File: src/rtl/wt_cache_pkg.sv
// Shared types, AXI burst encodings and helpers for the I-cache refill path.
package wt_cache_pkg;

  localparam int unsigned RefillTidMaxW = 8;
  localparam int unsigned RefillCntW    = 9;
  localparam int unsigned RefillWordW   = 8;

  localparam logic [1:0] AXI_BURST_INCR = 2'b01;
  localparam logic [1:0] AXI_BURST_WRAP = 2'b10;

  // Fields are sized for the largest supported configuration; users truncate.
  typedef struct packed {
    logic                     valid;
    logic                     nc;
    logic [RefillTidMaxW-1:0] tid;
    logic [RefillCntW-1:0]    cnt;
    logic                     err;
    logic [RefillWordW-1:0]   start_word;
  } refill_slot_t;

  function automatic int unsigned beats_fn(input int unsigned line_w, input int unsigned data_w);
    return line_w / data_w;
  endfunction

endpackage

File: src/rtl/icache_axi_refill_slot.sv
// One outstanding refill: tracks beat count and error, reassembles the line,
// and pulses done_o the cycle after the burst closes (slot frees on that edge).
module icache_axi_refill_slot
  import wt_cache_pkg::*;
#(
  parameter int unsigned LineWidth    = 128,
  parameter int unsigned AxiDataWidth = 64,
  parameter int unsigned TidWidth     = 2
) (
  input  logic                    clk_i,
  input  logic                    rst_ni,
  input  logic                    alloc_i,
  input  logic                    alloc_nc_i,
  input  logic [TidWidth-1:0]     alloc_tid_i,
  input  logic [RefillWordW-1:0]  alloc_start_i,
  input  logic                    beat_i,
  input  logic [AxiDataWidth-1:0] beat_data_i,
  input  logic                    beat_err_i,
  input  logic                    beat_last_i,
  output logic                    valid_o,
  output logic                    done_o,
  output logic [LineWidth-1:0]    data_o,
  output logic [TidWidth-1:0]     tid_o,
  output logic                    err_o
);

  localparam int unsigned Beats = beats_fn(LineWidth, AxiDataWidth);
  localparam int unsigned IdxW  = (Beats > 1) ? $clog2(Beats) : 1;

  refill_slot_t                         slot_q, slot_d;
  logic [Beats-1:0][AxiDataWidth-1:0]   buf_q, buf_d;
  logic                                 done_q, done_d;
  logic [RefillCntW-1:0]                eff_beats;
  logic [IdxW-1:0]                      widx;
  logic                                 unused_tid_hi;

  always_comb begin
    slot_d    = slot_q;
    buf_d     = buf_q;
    done_d    = 1'b0;
    eff_beats = slot_q.nc ? RefillCntW'(1) : RefillCntW'(Beats);
    // Truncation gives the modulo wrap; start_word is 0 unless bursts wrap.
    widx      = IdxW'(slot_q.cnt + RefillCntW'(slot_q.start_word));
    if (alloc_i) begin
      slot_d            = '0;
      slot_d.valid      = 1'b1;
      slot_d.nc         = alloc_nc_i;
      slot_d.tid        = RefillTidMaxW'(alloc_tid_i);
      slot_d.start_word = alloc_nc_i ? '0 : alloc_start_i;
      buf_d             = '0;
    end else if (slot_q.valid && beat_i) begin
      slot_d.err = slot_q.err | beat_err_i;
      if (slot_q.cnt < eff_beats) begin
        buf_d[widx] = beat_data_i;
        slot_d.cnt  = slot_q.cnt + RefillCntW'(1);
      end else begin
        slot_d.err = 1'b1;
      end
      if (beat_last_i) begin
        if (slot_q.cnt < eff_beats - RefillCntW'(1)) slot_d.err = 1'b1;
        slot_d.valid = 1'b0;
        done_d       = 1'b1;
      end
    end
  end

  always_ff @(posedge clk_i or negedge rst_ni) begin
    if (!rst_ni) begin
      slot_q <= '0;
      buf_q  <= '0;
      done_q <= 1'b0;
    end else begin
      slot_q <= slot_d;
      buf_q  <= buf_d;
      done_q <= done_d;
    end
  end

  assign valid_o       = slot_q.valid;
  assign done_o        = done_q;
  assign data_o        = buf_q;
  assign tid_o         = slot_q.tid[TidWidth-1:0];
  assign err_o         = slot_q.err;
  assign unused_tid_hi = ^slot_q.tid;

endmodule

File: src/rtl/icache_axi_refill_adapter.sv
// L1I refill requests to AXI4 AR/R with NumTxn slots and out-of-order returns.
// ICACHE_REFILL_CWF_EN: cacheable fills use critical-word-first WRAP bursts.
module icache_axi_refill_adapter
  import wt_cache_pkg::*;
#(
  parameter int unsigned LineWidth    = 128,
  parameter int unsigned AxiDataWidth = 64,
  parameter int unsigned AxiAddrWidth = 64,
  parameter int unsigned AxiIdWidth   = 4,
  parameter int unsigned TidWidth     = 2,
  parameter int unsigned NumTxn       = 2
) (
  input  logic                    clk_i,
  input  logic                    rst_ni,
  input  logic                    req_valid_i,
  output logic                    req_ready_o,
  input  logic [AxiAddrWidth-1:0] req_paddr_i,
  input  logic                    req_nc_i,
  input  logic [TidWidth-1:0]     req_tid_i,
  output logic                    rtrn_valid_o,
  output logic [LineWidth-1:0]    rtrn_data_o,
  output logic [TidWidth-1:0]     rtrn_tid_o,
  output logic                    rtrn_err_o,
  output logic                    ar_valid_o,
  input  logic                    ar_ready_i,
  output logic [AxiAddrWidth-1:0] ar_addr_o,
  output logic [7:0]              ar_len_o,
  output logic [2:0]              ar_size_o,
  output logic [1:0]              ar_burst_o,
  output logic [AxiIdWidth-1:0]   ar_id_o,
  input  logic                    r_valid_i,
  output logic                    r_ready_o,
  input  logic [AxiDataWidth-1:0] r_data_i,
  input  logic [AxiIdWidth-1:0]   r_id_i,
  input  logic [1:0]              r_resp_i,
  input  logic                    r_last_i,
  output logic                    busy_o
);

  localparam int unsigned Beats   = beats_fn(LineWidth, AxiDataWidth);
  localparam int unsigned WordOff = $clog2(AxiDataWidth / 8);
  localparam int unsigned SlotW   = (NumTxn > 1) ? $clog2(NumTxn) : 1;
  localparam logic [AxiAddrWidth-1:0] LineMask = ~AxiAddrWidth'((LineWidth / 8) - 1);
  localparam logic [AxiAddrWidth-1:0] WordMask = ~AxiAddrWidth'((AxiDataWidth / 8) - 1);

  if (LineWidth % AxiDataWidth != 0) begin : g_chk_ratio
    $error("LineWidth must be a multiple of AxiDataWidth");
  end
  if ((1 << AxiIdWidth) < NumTxn) begin : g_chk_id
    $error("AxiIdWidth too narrow for NumTxn");
  end
  if (TidWidth > RefillTidMaxW) begin : g_chk_tid
    $error("TidWidth exceeds refill_slot_t tid field");
  end
`ifdef ICACHE_REFILL_CWF_EN
  if (Beats != 2 && Beats != 4 && Beats != 8 && Beats != 16) begin : g_chk_wrap
    $error("WRAP bursts need 2, 4, 8 or 16 beats per line");
  end
`endif

  logic [NumTxn-1:0]        slot_valid, slot_done, slot_err, slot_alloc, slot_beat;
  logic [LineWidth-1:0]     slot_data [NumTxn];
  logic [TidWidth-1:0]      slot_tid  [NumTxn];
  logic                     free_found, req_accept, id_hit, unused_resp0;
  logic [SlotW-1:0]         free_idx;
  logic [RefillWordW-1:0]   start_word;

  logic                     ar_valid_q, ar_valid_d;
  logic [AxiAddrWidth-1:0]  ar_addr_q, ar_addr_d;
  logic [7:0]               ar_len_q, ar_len_d;
  logic [1:0]               ar_burst_q, ar_burst_d;
  logic [AxiIdWidth-1:0]    ar_id_q, ar_id_d;

  // A slot returning this cycle is still held so its buffer can drive rtrn_data_o.
  always_comb begin
    free_found = 1'b0;
    free_idx   = '0;
    for (int i = NumTxn - 1; i >= 0; i--) begin
      if (!slot_valid[i] && !slot_done[i]) begin
        free_found = 1'b1;
        free_idx   = SlotW'(i);
      end
    end
  end

  assign req_ready_o = free_found & (~ar_valid_q | ar_ready_i);
  assign req_accept  = req_valid_i & req_ready_o;

`ifdef ICACHE_REFILL_CWF_EN
  assign start_word = RefillWordW'((req_paddr_i >> WordOff) & AxiAddrWidth'(Beats - 1));
`else
  assign start_word = '0;
`endif

  always_comb begin
    ar_valid_d = ar_valid_q & ~ar_ready_i;
    ar_addr_d  = ar_addr_q;
    ar_len_d   = ar_len_q;
    ar_burst_d = ar_burst_q;
    ar_id_d    = ar_id_q;
    if (req_accept) begin
      ar_valid_d = 1'b1;
      ar_id_d    = AxiIdWidth'(free_idx);
      ar_burst_d = AXI_BURST_INCR;
      if (req_nc_i) begin
        ar_addr_d = req_paddr_i & WordMask;
        ar_len_d  = '0;
      end else begin
`ifdef ICACHE_REFILL_CWF_EN
        ar_addr_d  = req_paddr_i & WordMask;
        ar_burst_d = AXI_BURST_WRAP;
`else
        ar_addr_d  = req_paddr_i & LineMask;
`endif
        ar_len_d   = 8'(Beats - 1);
      end
    end
  end

  always_ff @(posedge clk_i or negedge rst_ni) begin
    if (!rst_ni) begin
      ar_valid_q <= 1'b0;
      ar_addr_q  <= '0;
      ar_len_q   <= '0;
      ar_burst_q <= '0;
      ar_id_q    <= '0;
    end else begin
      ar_valid_q <= ar_valid_d;
      ar_addr_q  <= ar_addr_d;
      ar_len_q   <= ar_len_d;
      ar_burst_q <= ar_burst_d;
      ar_id_q    <= ar_id_d;
    end
  end

  for (genvar g = 0; g < NumTxn; g++) begin : g_slot
    assign slot_alloc[g] = req_accept && (free_idx == SlotW'(g));
    assign slot_beat[g]  = r_valid_i && (r_id_i == AxiIdWidth'(g));

    icache_axi_refill_slot #(
      .LineWidth    (LineWidth),
      .AxiDataWidth (AxiDataWidth),
      .TidWidth     (TidWidth)
    ) i_slot (
      .clk_i         (clk_i),
      .rst_ni        (rst_ni),
      .alloc_i       (slot_alloc[g]),
      .alloc_nc_i    (req_nc_i),
      .alloc_tid_i   (req_tid_i),
      .alloc_start_i (start_word),
      .beat_i        (slot_beat[g]),
      .beat_data_i   (r_data_i),
      .beat_err_i    (r_resp_i[1]),
      .beat_last_i   (r_last_i),
      .valid_o       (slot_valid[g]),
      .done_o        (slot_done[g]),
      .data_o        (slot_data[g]),
      .tid_o         (slot_tid[g]),
      .err_o         (slot_err[g])
    );
  end

  // Only one R beat per cycle, so at most one slot is done at a time.
  always_comb begin
    rtrn_valid_o = 1'b0;
    rtrn_data_o  = '0;
    rtrn_tid_o   = '0;
    rtrn_err_o   = 1'b0;
    for (int i = 0; i < NumTxn; i++) begin
      if (slot_done[i]) begin
        rtrn_valid_o = 1'b1;
        rtrn_data_o  = slot_data[i];
        rtrn_tid_o   = slot_tid[i];
        rtrn_err_o   = slot_err[i];
      end
    end
  end

  assign id_hit       = |(slot_valid & slot_beat);
  assign unused_resp0 = r_resp_i[0];

  assign ar_valid_o = ar_valid_q;
  assign ar_addr_o  = ar_addr_q;
  assign ar_len_o   = ar_len_q;
  assign ar_size_o  = 3'(WordOff);
  assign ar_burst_o = ar_burst_q;
  assign ar_id_o    = ar_id_q;
  assign r_ready_o  = 1'b1;
  assign busy_o     = (|slot_valid) | ar_valid_q;

  a_r_id_known: assert property (@(posedge clk_i) disable iff (!rst_ni) r_valid_i |-> id_hit)
    else $warning("R beat id %0h matches no open refill slot; beat dropped", r_id_i);

endmodule

File: config.mk
export PLATFORM = sky130hd
export DESIGN_NAME = icache_axi_refill_adapter
export DESIGN_NICKNAME = d
export VERILOG_FILES = /design/src/rtl/wt_cache_pkg.sv /design/src/rtl/icache_axi_refill_slot.sv /design/src/rtl/icache_axi_refill_adapter.sv
export SDC_FILE = /design/constraint.sdc
export NUM_CORES = 1
export LEC_CHECK = 0
export BUFFER_PORTS_ARGS = -buffer_cell sky130_fd_sc_hd__clkbuf_2
export CAP_MARGIN = 40
export CORE_MARGIN = 3
export CORE_UTILIZATION = 35
export CTS_CLUSTER_SIZE = 8
export DETAILED_ROUTE_END_ITERATION = 6
export HOLD_SLACK_MARGIN = 0.15
export PLACE_DENSITY = 0.58
export RECOVER_POWER = 50
export SLEW_MARGIN = 0
export SYNTH_ARGS = -nofsm -noshare
export SYNTH_HDL_FRONTEND = slang
export SYNTH_SLANG_ARGS = --single-unit
export TNS_END_PERCENT = 100
File: constraint.sdc
create_clock -name clk_i -period 2.5 [get_ports clk_i]
set_clock_uncertainty 0.1 [all_clocks]
set_input_delay 0.25 -clock clk_i [delete_from_list [all_inputs] [get_ports clk_i]]
set_output_delay 0.25 -clock clk_i [all_outputs]
set_load 0.02 [all_outputs]
==> metrics.md, run 1 <==
| Metric | Value |
|---|---|
| Worst skew pair latency | 0.57 ns |
| Vias in the first global route | 13900 |
| Global-route wire length before repair | 78600 um |
| TNS Setup | 0 ns |
| Critical-path maximum fanout | 47 |
| Largest net degree at the start of global routing | 132 |
| Initial antenna violation count | 2 |
| Worst vdd ir | 0.000840 V |
| CTS tree | yes |
| Final WS setup | 0.0389 ns |
| Post-Place Setup Slack | 0.0114 ns |
| Initial Util | 35.5% |
| Share of cells above drive strength 1 | 23.2% |
| CP Launch Type | flip-flop |
| Count leader, synth | dfrtp_1 |
| RSZ-0062 raised after global routing | true |
| Synth Area in Compound Gates | 12.1% |
| Grt ovf | 0 |
| R2R depth | 8 |
| Hold WC Path Type | in -> reg |
| Synth Area in XOR/XNOR | 0% |
| Critical Path RT | 2.15 ns |
| Kind of end point of the critical path | output port |
| Final-report max-slew violation count | 0 |
| Total CTS buffers | 50 |
| Total die area | 0.0475 sq mm |
| Cells after DPL | 2340 |
| Total power per unit cell area | 944 mW/mm^2 |
| Status | finished clean |
| Final Non-Filler Cells | 2546 |
| Leakage | 0.0103 uW |
| Residual DRC | 0 |
| Filler cells | 4149 |
| Tcrit/Tclk final | 98.4% |
| Synthesized area per cell | 10.5 sq um |
| Final min period | 2.46 ns |
| Fmax | 406 MHz |
| Finished Core Util | 47.3% |
| Simple-Gate Fraction of Synth Area | 12.5% |
| Bufs on Longest Clock Path | 3 |
| Tot GR Track Use | 20.8% |
| Max-cap viol count | 0 |
| Synthesized cell area | 0.0157 sq mm |
| Area leader, netlist | dfrtp_1 |
| Post-route ant nets | 0 |
| Netlist cell types | 38 |
| Sink Count | 351 |
| Ys Warns | 0 |
| Die W | 218 um |
| Sequential-to-total area share from yosys stat | 55.8% |
| Synth Register Bits | 351 |
| Syn Inst Count | 1492 |
| P&R area growth vs syn | 33.3% |
| Chip Height | 218 um |
| Critical path type | reg -> out |
| CORE AREA | 0.0443 sq mm |
| Ports | 360 |
| Via density | 5.16 |
| First-pass iteration count of the detailed router | 5 |
| Commonest cells post-synth | dfrtp_1 (351), nand2_1 (279), mux2i_1 (136) |
| Port buffer count | 337 |
| Worst hold path cell count | 6 |
| Max-slew headroom | 29.5% |
| Root Driver | clkbuf_16 |
| Ys flop type | dfrtp_1 |
| Share of the synthesized area in the top cell type | 55.8% |
| Async S/R FF share, synth | 100% |
| Post-Route WL | 50000 um |
| WL per Instance | 19.6 um |
| Largest family of logic cells by synthesized area | multiplexers |
| Pin slew with the least headroom to its limit | 1.06 ns |
| Routability Congestion | 0.758 |
| Mux cell area share after synthesis | 13.2% |
| Via count | 13100 |
| Final HPWL DP | 29500 um |
| Critical path arrival | 2.11 ns |
| Synth Area in Adders | 0.318% |
| Setup-failing EPs final | 0 |
| Row count | 77 |
| Worst-path clk slew | 0.05 ns |
| Final net count | 2093 |
| Final Hold Viols | 0 |
| WHS | 0.348 ns |
| 1st-iter DRT viols | 840 |
| Synth area leaders | dfrtp_1 (56%), mux2i_1 (8.7%), a22o_1 (7.3%), nand2_1 (6.7%), mux2_2 (4.5%) |
| Number of synthesized flops with an enable pin | 0 |
| Max H-tree Level | 2 |
## path summary, 6_finish.rpt
check | from | end | slack [ns]
worst max-delay path | g_slot[1].i_slot.done_o$_DFF_PN0_ | rtrn_data_o[35] | 0.04
worst min-delay path | r_id_i[3] | g_slot[0].i_slot.data_o[127]$_DFFE_PN0P_ | 0.35
worst max register to register | g_slot[1].i_slot.slot_q[26]$_DFFE_PN0N_ | g_slot[1].i_slot.data_o[10]$_DFFE_PN0P_ | 0.13
worst min register to register | ar_burst_o[0]$_DFFE_PN0P_ | ar_burst_o[0]$_DFFE_PN0P_ | 0.37
max in group asynchronous | rst_ni | g_slot[1].i_slot.done_o$_DFF_PN0_ | 0.36
min in group asynchronous | rst_ni | g_slot[0].i_slot.data_o[74]$_DFFE_PN0P_ | 0.87
## cells by family (layout without fill, tap and decap cells)
group,after synthesis,after routing
mux,199,199
fa+ha+maj,4,4
compound gates,276,276
other cells,2,20
simple gates,449,449
buf+inv,211,655
flops,351,351
## through the flow
stage	cell area, sq um	power, uW
floorplan	15800	11700
CTS	21100	20200
global route	21000	21100
global placement	18300	13700
detailed placement	18300	13900
finish	21000	19800
## state kept, by name, indices dropped and copies added (netlist names)
signal and flops:
g_slot.i_slot.data_o 256, ar_addr_o 61, g_slot.i_slot.slot_q 20, g_slot.i_slot.tid_o 4, g_slot.i_slot.done_o 2, g_slot.i_slot.err_o 2, g_slot.i_slot.valid_o 2, ar_burst_o 1
ar_id_o 1, ar_len_o 1, ar_valid_o 1
## worst max-delay path, stage by stage, from the launching register on
cell      delay, ns
dfrtp_4        0.56
nor2b_4        0.15
buf_12         0.14
buf_16         0.25
a22o_1         0.22
clkbuf_2       0.19
## layout make-up
cell class / count / area [sq um] / share of cell area (%)
diodes: 2 / 5.00 / 0.0239
clock buffers: 53 / 1270 / 6.07
clock inverters: 5 / 43.8 / 0.209
inverters: 70 / 263 / 1.25
multi-input cells: 946 / 6120 / 29.2
flip-flops and latches: 351 / 8790 / 41.9
well taps: 592 / 741 / 3.53
repair buffers: 527 / 3750 / 17.9
## layout by cell type, fill, tap and decap left out, types with 5 or more instances in the layout
cell           Yosys  layout
buf_12             0      20
and2_0             0       5
buf_4             24      15
inv_1             70      70
nand3_1          124     124
clkbuf_1          94      70
buf_2             13       6
nor2_1             5       5
clkbuf_2           1     266
nand2_1          279     279
dfrtp_1          351     350
clkbuf_16          0      52
and2_1            16       9
a22o_1           131     131
mux2i_1          136     136
mux2_2            63      63
o21ai_0          129     129
dlygate4sd3_1      0     141
conb_1             2      18
## per-layer routing
metal	track usage, %	wire (um)	part of all wire [%]	vias up
met5	0	13	0.026	-
met4	6.65	1410	2.8	2
met3	4.51	3190	6.4	91
met2	35.1	24600	49	425
met1	26.6	20700	41	6633
li1	-	-	-	5986
## report_power, final
group / total [uW] / internal, uW / switching [uW]
clock: 5950 / 3550 / 2400
sequential: 8530 / 7530 / 996
combinational: 5320 / 1930 / 3390
total: 19800 / 13000 / 6790
## repair_timing
action                                 in CTS  in global routing
endpoints found under the hold margin     694                  0
setup endpoints to repair                  26                150
cloned                                      0                  2
hold buffers                              142                  0
resized for setup                           2                 21
pin swaps                                   1                  6
setup buffers                               2                  0
(Power assumes the default switching activity.)
==> inputs of run 2 (changes only) <==
Settings changed: ABC_AREA set to 1.
==> metrics.md, run 2 <==
| Metric | Value |
|---|---|
| Status | finished clean |
| Final WS setup | 0.0898 ns |
| CORE AREA | 0.0446 sq mm |
| Critical-path maximum fanout | 43 |
| Row count | 77 |
| Post-route ant nets | 0 |
| Vias in the first global route | 14600 |
| DR WL met2 | 25200 um |
| Ys Warns | 0 |
| Max-slew headroom | 16.1% |
| Ports | 360 |
| RSZ-0062 raised after global routing | false |
| Netlist cell types | 29 |
| Residual DRC | 0 |
| Highest Signal Layer | met4 |
| Critical path arrival | 2.06 ns |
| Synth Register Bits | 351 |
| Tcrit/Tclk final | 96.4% |
| Max-cap viol count | 0 |
| Root Driver | clkbuf_16 |
| Count leader, synth | nand2_1 |
| TNS Setup | 0 ns |
| Sink Count | 351 |
| Via density | 4.84 |
| Critical Path RT | 2.15 ns |
| Bufs on Longest Clock Path | 3 |
| Async S/R FF share, synth | 100% |
| Leakage | 0.0118 uW |
| CTS tree | yes |
| Grt ovf | 0 |
| Hold WC Path Type | in -> reg |
| P&R area growth vs syn | 31.4% |
| Setup-failing EPs final | 0 |
| Filler cells | 4300 |
| Die W | 219 um |
| Worst vdd ir | 0.000614 V |
| CP Launch Type | flip-flop |
| Initial Util | 35.7% |
| Critical path type | reg -> out |
| Total power per unit cell area | 905 mW/mm^2 |
| Initial antenna violation count | 1 |
| Pin slew with the least headroom to its limit | 1.26 ns |
| Total die area | 0.0481 sq mm |
| Post-Route WL | 53000 um |
| Routability Congestion | 0.905 |
| DR WL met3 | 4150 um |
| Met1 Wirelength | 22500 um |
| Share of cells above drive strength 1 | 15.7% |
| Commonest cells after routing, fill and taps aside | nand2_1 (1063), dfrtp_1 (349), nand3_1 (333) |
| Max H-tree Level | 2 |
| Final-report max-slew violation count | 0 |
| Final net count | 2602 |
| Post-Place Setup Slack | 0.293 ns |
| Final min period | 2.41 ns |
| Kind of end point of the critical path | output port |
| Most common cell after layout, fill and taps aside | nand2_1 |
| Synth area leaders | dfrtp_1 (55%), nand2_1 (25%), nand3_1 (10%), buf_6 (1.7%), buf_4 (1.4%) |
| Ys flop type | dfrtp_1 |
| Global-route wire length before repair | 82700 um |
| Largest register FFs | 256 |
| Syn Inst Count | 2004 |
| Tot GR Track Use | 21.7% |
| First-pass iteration count of the detailed router | 5 |
| Number of synthesized flops with an enable pin | 0 |
| Fmax | 415 MHz |
| Final HPWL DP | 31300 um |
| WL per Instance | 17.3 um |
| Share of the synthesized area in the top cell type | 55.1% |
| Area leader, netlist | dfrtp_1 |
| Total CTS buffers | 50 |
| Worst skew pair latency | 0.56 ns |
| Sequential-to-total area share from yosys stat | 55.1% |
| Synthesized area per cell | 7.95 sq um |
| 1st-iter DRT viols | 1138 |
| Largest net degree at the start of global routing | 132 |
| Worst-path clk slew | 0.05 ns |
| Via count | 14800 |
| Final Hold Viols | 0 |
| Chip Height | 219 um |
| Synthesized cell area | 0.0159 sq mm |
| Port buffer count | 337 |
| Commonest cells post-synth | nand2_1 (1063), dfrtp_1 (351), nand3_1 (333) |
[run 2: changes by cell type in the layout (fill, tap and decap cells not counted), sizes merged, moves of 26 or more]
cell | previous run | this run
nand2 | 279 | 1065
nand3 | 124 | 337
mux2i | 136 | 0
a22o | 131 | 0
o21ai | 129 | 15
mux2 | 63 | 0
inv | 72 | 36
nor2 | 5 | 31
[run 2: cell families (layout without fill, tap and decap cells)]
family	Yosys count	after routing	share of synthesized area [%]
AO/OA/AOI/OAI	19	19	0.628
other	2	19	0.0471
AND/OR/NAND/NOR	1441	1441	37.3
flip-flops	351	351	55.1
XOR/XNOR	2	2	0.110
buffers and inverters	185	626	6.46
adder cells (fa/ha/maj)	4	4	0.314
[run 2: routing by layer]
layer | up-vias | global-route usage [%]
met5 | - | 0
met4 | 0 | 6.42
met3 | 61 | 4.94
met2 | 532 | 35.9
met1 | 7076 | 28.6
li1 | 7124 | -
[run 2: final timing paths]
kind	start	end	slack, ns	depth (start not counted)
max	g_slot[1].i_slot.done_o$_DFF_PN0_	rtrn_data_o[95]	0.09	5
min	req_valid_i	ar_addr_o[11]$_DFFE_PN0P_	0.24	5
max reg2reg	g_slot[1].i_slot.done_o$_DFF_PN0_	ar_addr_o[22]$_DFFE_PN0P_	0.10	7
min reg2reg	g_slot[1].i_slot.data_o[44]$_DFFE_PN0P_	g_slot[1].i_slot.data_o[44]$_DFFE_PN0P_	0.37	2
max in group asynchronous	rst_ni	ar_addr_o[41]$_DFFE_PN0P_	0.29	4
min in group asynchronous	rst_ni	g_slot[1].i_slot.slot_q[26]$_DFFE_PN0N_	0.58	3
[run 2: stage by stage]
stage	hold slack [ns]	utilization, %	cells	total power, uW	area, sq um
after floorplan	-0.146	-	2020	11300	16000
after global placement	0.137	40.6	2838	12900	18100
after detailed placement	0.140	40.6	2838	13000	18100
after CTS	0.150	47.1	3047	19300	21000
after global routing	0.278	46.9	3054	20100	20900
final	0.243	46.9	3054	18900	20900
[run 2: cell type report]
| type | instances | area (sq um) | share of cell area (%) |
|---|---|---|---|
| diodes | 1 | 2.50 | 0.0120 |
| well taps | 592 | 741 | 3.54 |
| clock inverters | 2 | 17.5 | 0.0837 |
| multi-input cells | 1484 | 6180 | 29.5 |
| clock buffers | 56 | 1290 | 6.19 |
| inverters | 38 | 171 | 0.819 |
| flip-flops and latches | 351 | 8790 | 42.0 |
| repair buffers | 530 | 3730 | 17.8 |
[run 2: repair_timing]
item | CTS | global route
hold buffers | 150 | 1
gates cloned | 1 | 1
gates resized for setup | 5 | 7
pin swaps | 0 | 1
endpoints found under the hold margin | 682 | 1
endpoints found under the setup margin | 96 | 168
setup buffers | 0 | 4
[run 2: power by group]
| part | switching (uW) | leakage [uW] | internal, uW | total, uW |
|---|---|---|---|---|
| Clock | 2370 | 0.000643 | 3580 | 5950 |
| Sequential | 903 | 0.00474 | 7330 | 8230 |
| Combinational | 3240 | 0.00645 | 1520 | 4760 |
[run 2: critical path, stage by stage (launching register included)]
cell and delay [ns]:
dfrtp_4 0.62, clkinv_16 0.16, buf_16 0.23, nand3_1 0.12
nand2_1 0.14, clkbuf_2 0.18
==> inputs of run 3 (changes only) <==
Clock period 2.5 ns to 2.4 ns, I/O delays scaled along.
==> metrics.md, run 3 (synthesized netlist as in run 2, its figures left out) <==
| Metric | Value |
|---|---|
| Status | finished clean |
| CORE AREA | 0.0446 sq mm |
| Port buffer count | 337 |
| Total power | 19600 uW |
| Critical path arrival | 2.00 ns |
| Total CTS buffers | 49 |
| Hold WC Path Type | in -> reg |
| Hold Path End | g_slot[1].i_slot.valid_o$_DFFE_PN0P_ |
| Final HPWL DP | 31700 um |
| Root Driver | clkbuf_16 |
| Die W | 219 um |
| CTS tree | yes |
| Max H-tree Level | 2 |
| Max-cap viol count | 0 |
| Critical path's slowest cell | dfrtp_4 |
| First-pass iteration count of the detailed router | 5 |
| Sink Count | 351 |
| Residual DRC | 0 |
| R2R depth | 9 |
| Highest Signal Layer | met4 |
| 1st-iter DRT viols | 960 |
| Final-report max-slew violation count | 0 |
| Worst hold path cell count | 5 |
| Total power per unit cell area | 936 mW/mm^2 |
| TNS Setup | 0 ns |
| Total die area | 0.0481 sq mm |
| Chip Height | 219 um |
| Final min period | 2.34 ns |
| Worst vdd ir | 0.000665 V |
| P&R area growth vs syn | 31.4% |
| Met1 Wirelength | 22900 um |
| Routability Congestion | 0.948 |
| Critical-path maximum fanout | 45 |
| Finished Core Util | 46.9% |
| Fmax | 427 MHz |
| Global-route wire length before repair | 83500 um |
| Leakage | 0.0119 uW |
| FF-to-FF setup slack | 0.20 ns |
| Post-Place Setup Slack | 0.305 ns |
| Worst path cell trace | inv_12 > buf_16 > nand3_1 > nand2_1 > buf_2 |
| R2R Path End | g_slot[1].i_slot.data_o[41]$_DFFE_PN0P_ |
| Row count | 77 |
| Worst-path clk slew | 0.05 ns |
| Via count | 14800 |
| Max-slew headroom | 9.35% |
| Vias in the first global route | 14700 |
| WL per Instance | 17.8 um |
| Bufs on Longest Clock Path | 3 |
| DR WL met3 | 4090 um |
| Grt ovf | 0 |
| Post-route ant nets | 0 |
| RSZ-0062 raised after global routing | true |
| WHS | 0.287 ns |
| Initial Util | 35.7% |
| DR WL met2 | 25800 um |
| Commonest cells after routing, fill and taps aside | nand2_1 (1061), dfrtp_1 (349), nand3_1 (333) |
| Most common cell after layout, fill and taps aside | nand2_1 |
| CP Launch Type | flip-flop |
| Initial antenna violation count | 1 |
| Kind of end point of the critical path | output port |
| Ports | 360 |
| Tcrit/Tclk final | 97.7% |
| Final WS setup | 0.0561 ns |
| Reg-to-Reg Start | g_slot[1].i_slot.done_o$_DFF_PN0_ |
| Critical Path RT | 2.06 ns |
| Largest register FFs | 256 |
| Worst skew pair latency | 0.57 ns |
| Final net count | 2598 |
| Critical path type | reg -> out |
| Pin slew with the least headroom to its limit | 1.36 ns |
| Post-Route WL | 54200 um |
| Peak per-stage delay on the critical path | 0.60 ns |
| Tot GR Track Use | 22.1% |
| Share of cells above drive strength 1 | 16.4% |
| Largest net degree at the start of global routing | 105 |
| Hold path startpoint | r_id_i[1] |
| Via density | 4.85 |
| Final Hold Viols | 0 |
| Setup-failing EPs final | 0 |
## run 3: cell count changes in the layout (fill, tap and decap cells not counted), moves of 3 or more
cell           change
clkbuf_1           -5
clkbuf_2          -14
dlygate4sd3_1     -11
buf_2              +7
buf_4             +15
buf_16             +3
## run 3: cell type report
cell class / instances / area (sq um)
Tap cell: 592 / 741
Antenna cell: 1 / 2.50
Sequential cell: 351 / 8790
Fill cell: 4350 / 23700
Multi-Input combinational cell: 1484 / 6210
Timing Repair Buffer: 526 / 3750
Inverter: 38 / 158
Clock inverter: 2 / 17.5
Clock buffer: 52 / 1240
Timing Repair inverter: 1 / 8.76
## run 3: through the flow
step	instance area, sq um	cells
after floorplan	16000	2020
after global placement	18200	2842
after detailed placement	18200	2842
after CTS	21000	3042
after global routing	20900	3047
final	20900	3047
## run 3: how the worst max path moves through the flow
stage,start,end,cells past startpoint
after global placement,r_id_i[3],g_slot[1].i_slot.data_o[44]$_DFFE_PN0P_,9
after CTS,g_slot[1].i_slot.done_o$_DFF_PN0_,rtrn_err_o,5
final,g_slot[1].i_slot.done_o$_DFF_PN0_,rtrn_data_o[104],5
after detailed placement,r_id_i[3],g_slot[1].i_slot.data_o[47]$_DFFE_PN0P_,9
after global routing,g_slot[1].i_slot.done_o$_DFF_PN0_,rtrn_data_o[104],5
after floorplan,g_slot[0].i_slot.done_o$_DFF_PN0_,ar_id_o[0]$_DFFE_PN0P_,10
## run 3: power breakdown
group / switching [uW] / internal, uW
combinational: 3360 / 1610
clock: 2440 / 3580
sequential: 966 / 7640
## run 3: layer usage
layer	up-vias	global-route usage [%]
li1	7121	-
met1	7026	29.1
met2	549	36.4
met3	77	5.44
met4	0	6.22
met5	-	0
## run 3: critical path, delay by kind of cell, from the launching register on
kind,cells,cell delay [ns]
flip-flops,1,0.60
AND/OR/NAND/NOR,2,0.23
buffers and inverters,3,0.58
## run 3: repair_timing
action | 4_1_cts | 5_1_grt
buffers inserted | 3 | 2
setup endpoints to repair | 120 | 74
cloned | 3 | 2
endpoints found under the hold margin | 682 | 0
hold buffers | 140 | 0
pin swaps | 0 | 1
gates resized for setup | 8 | 33
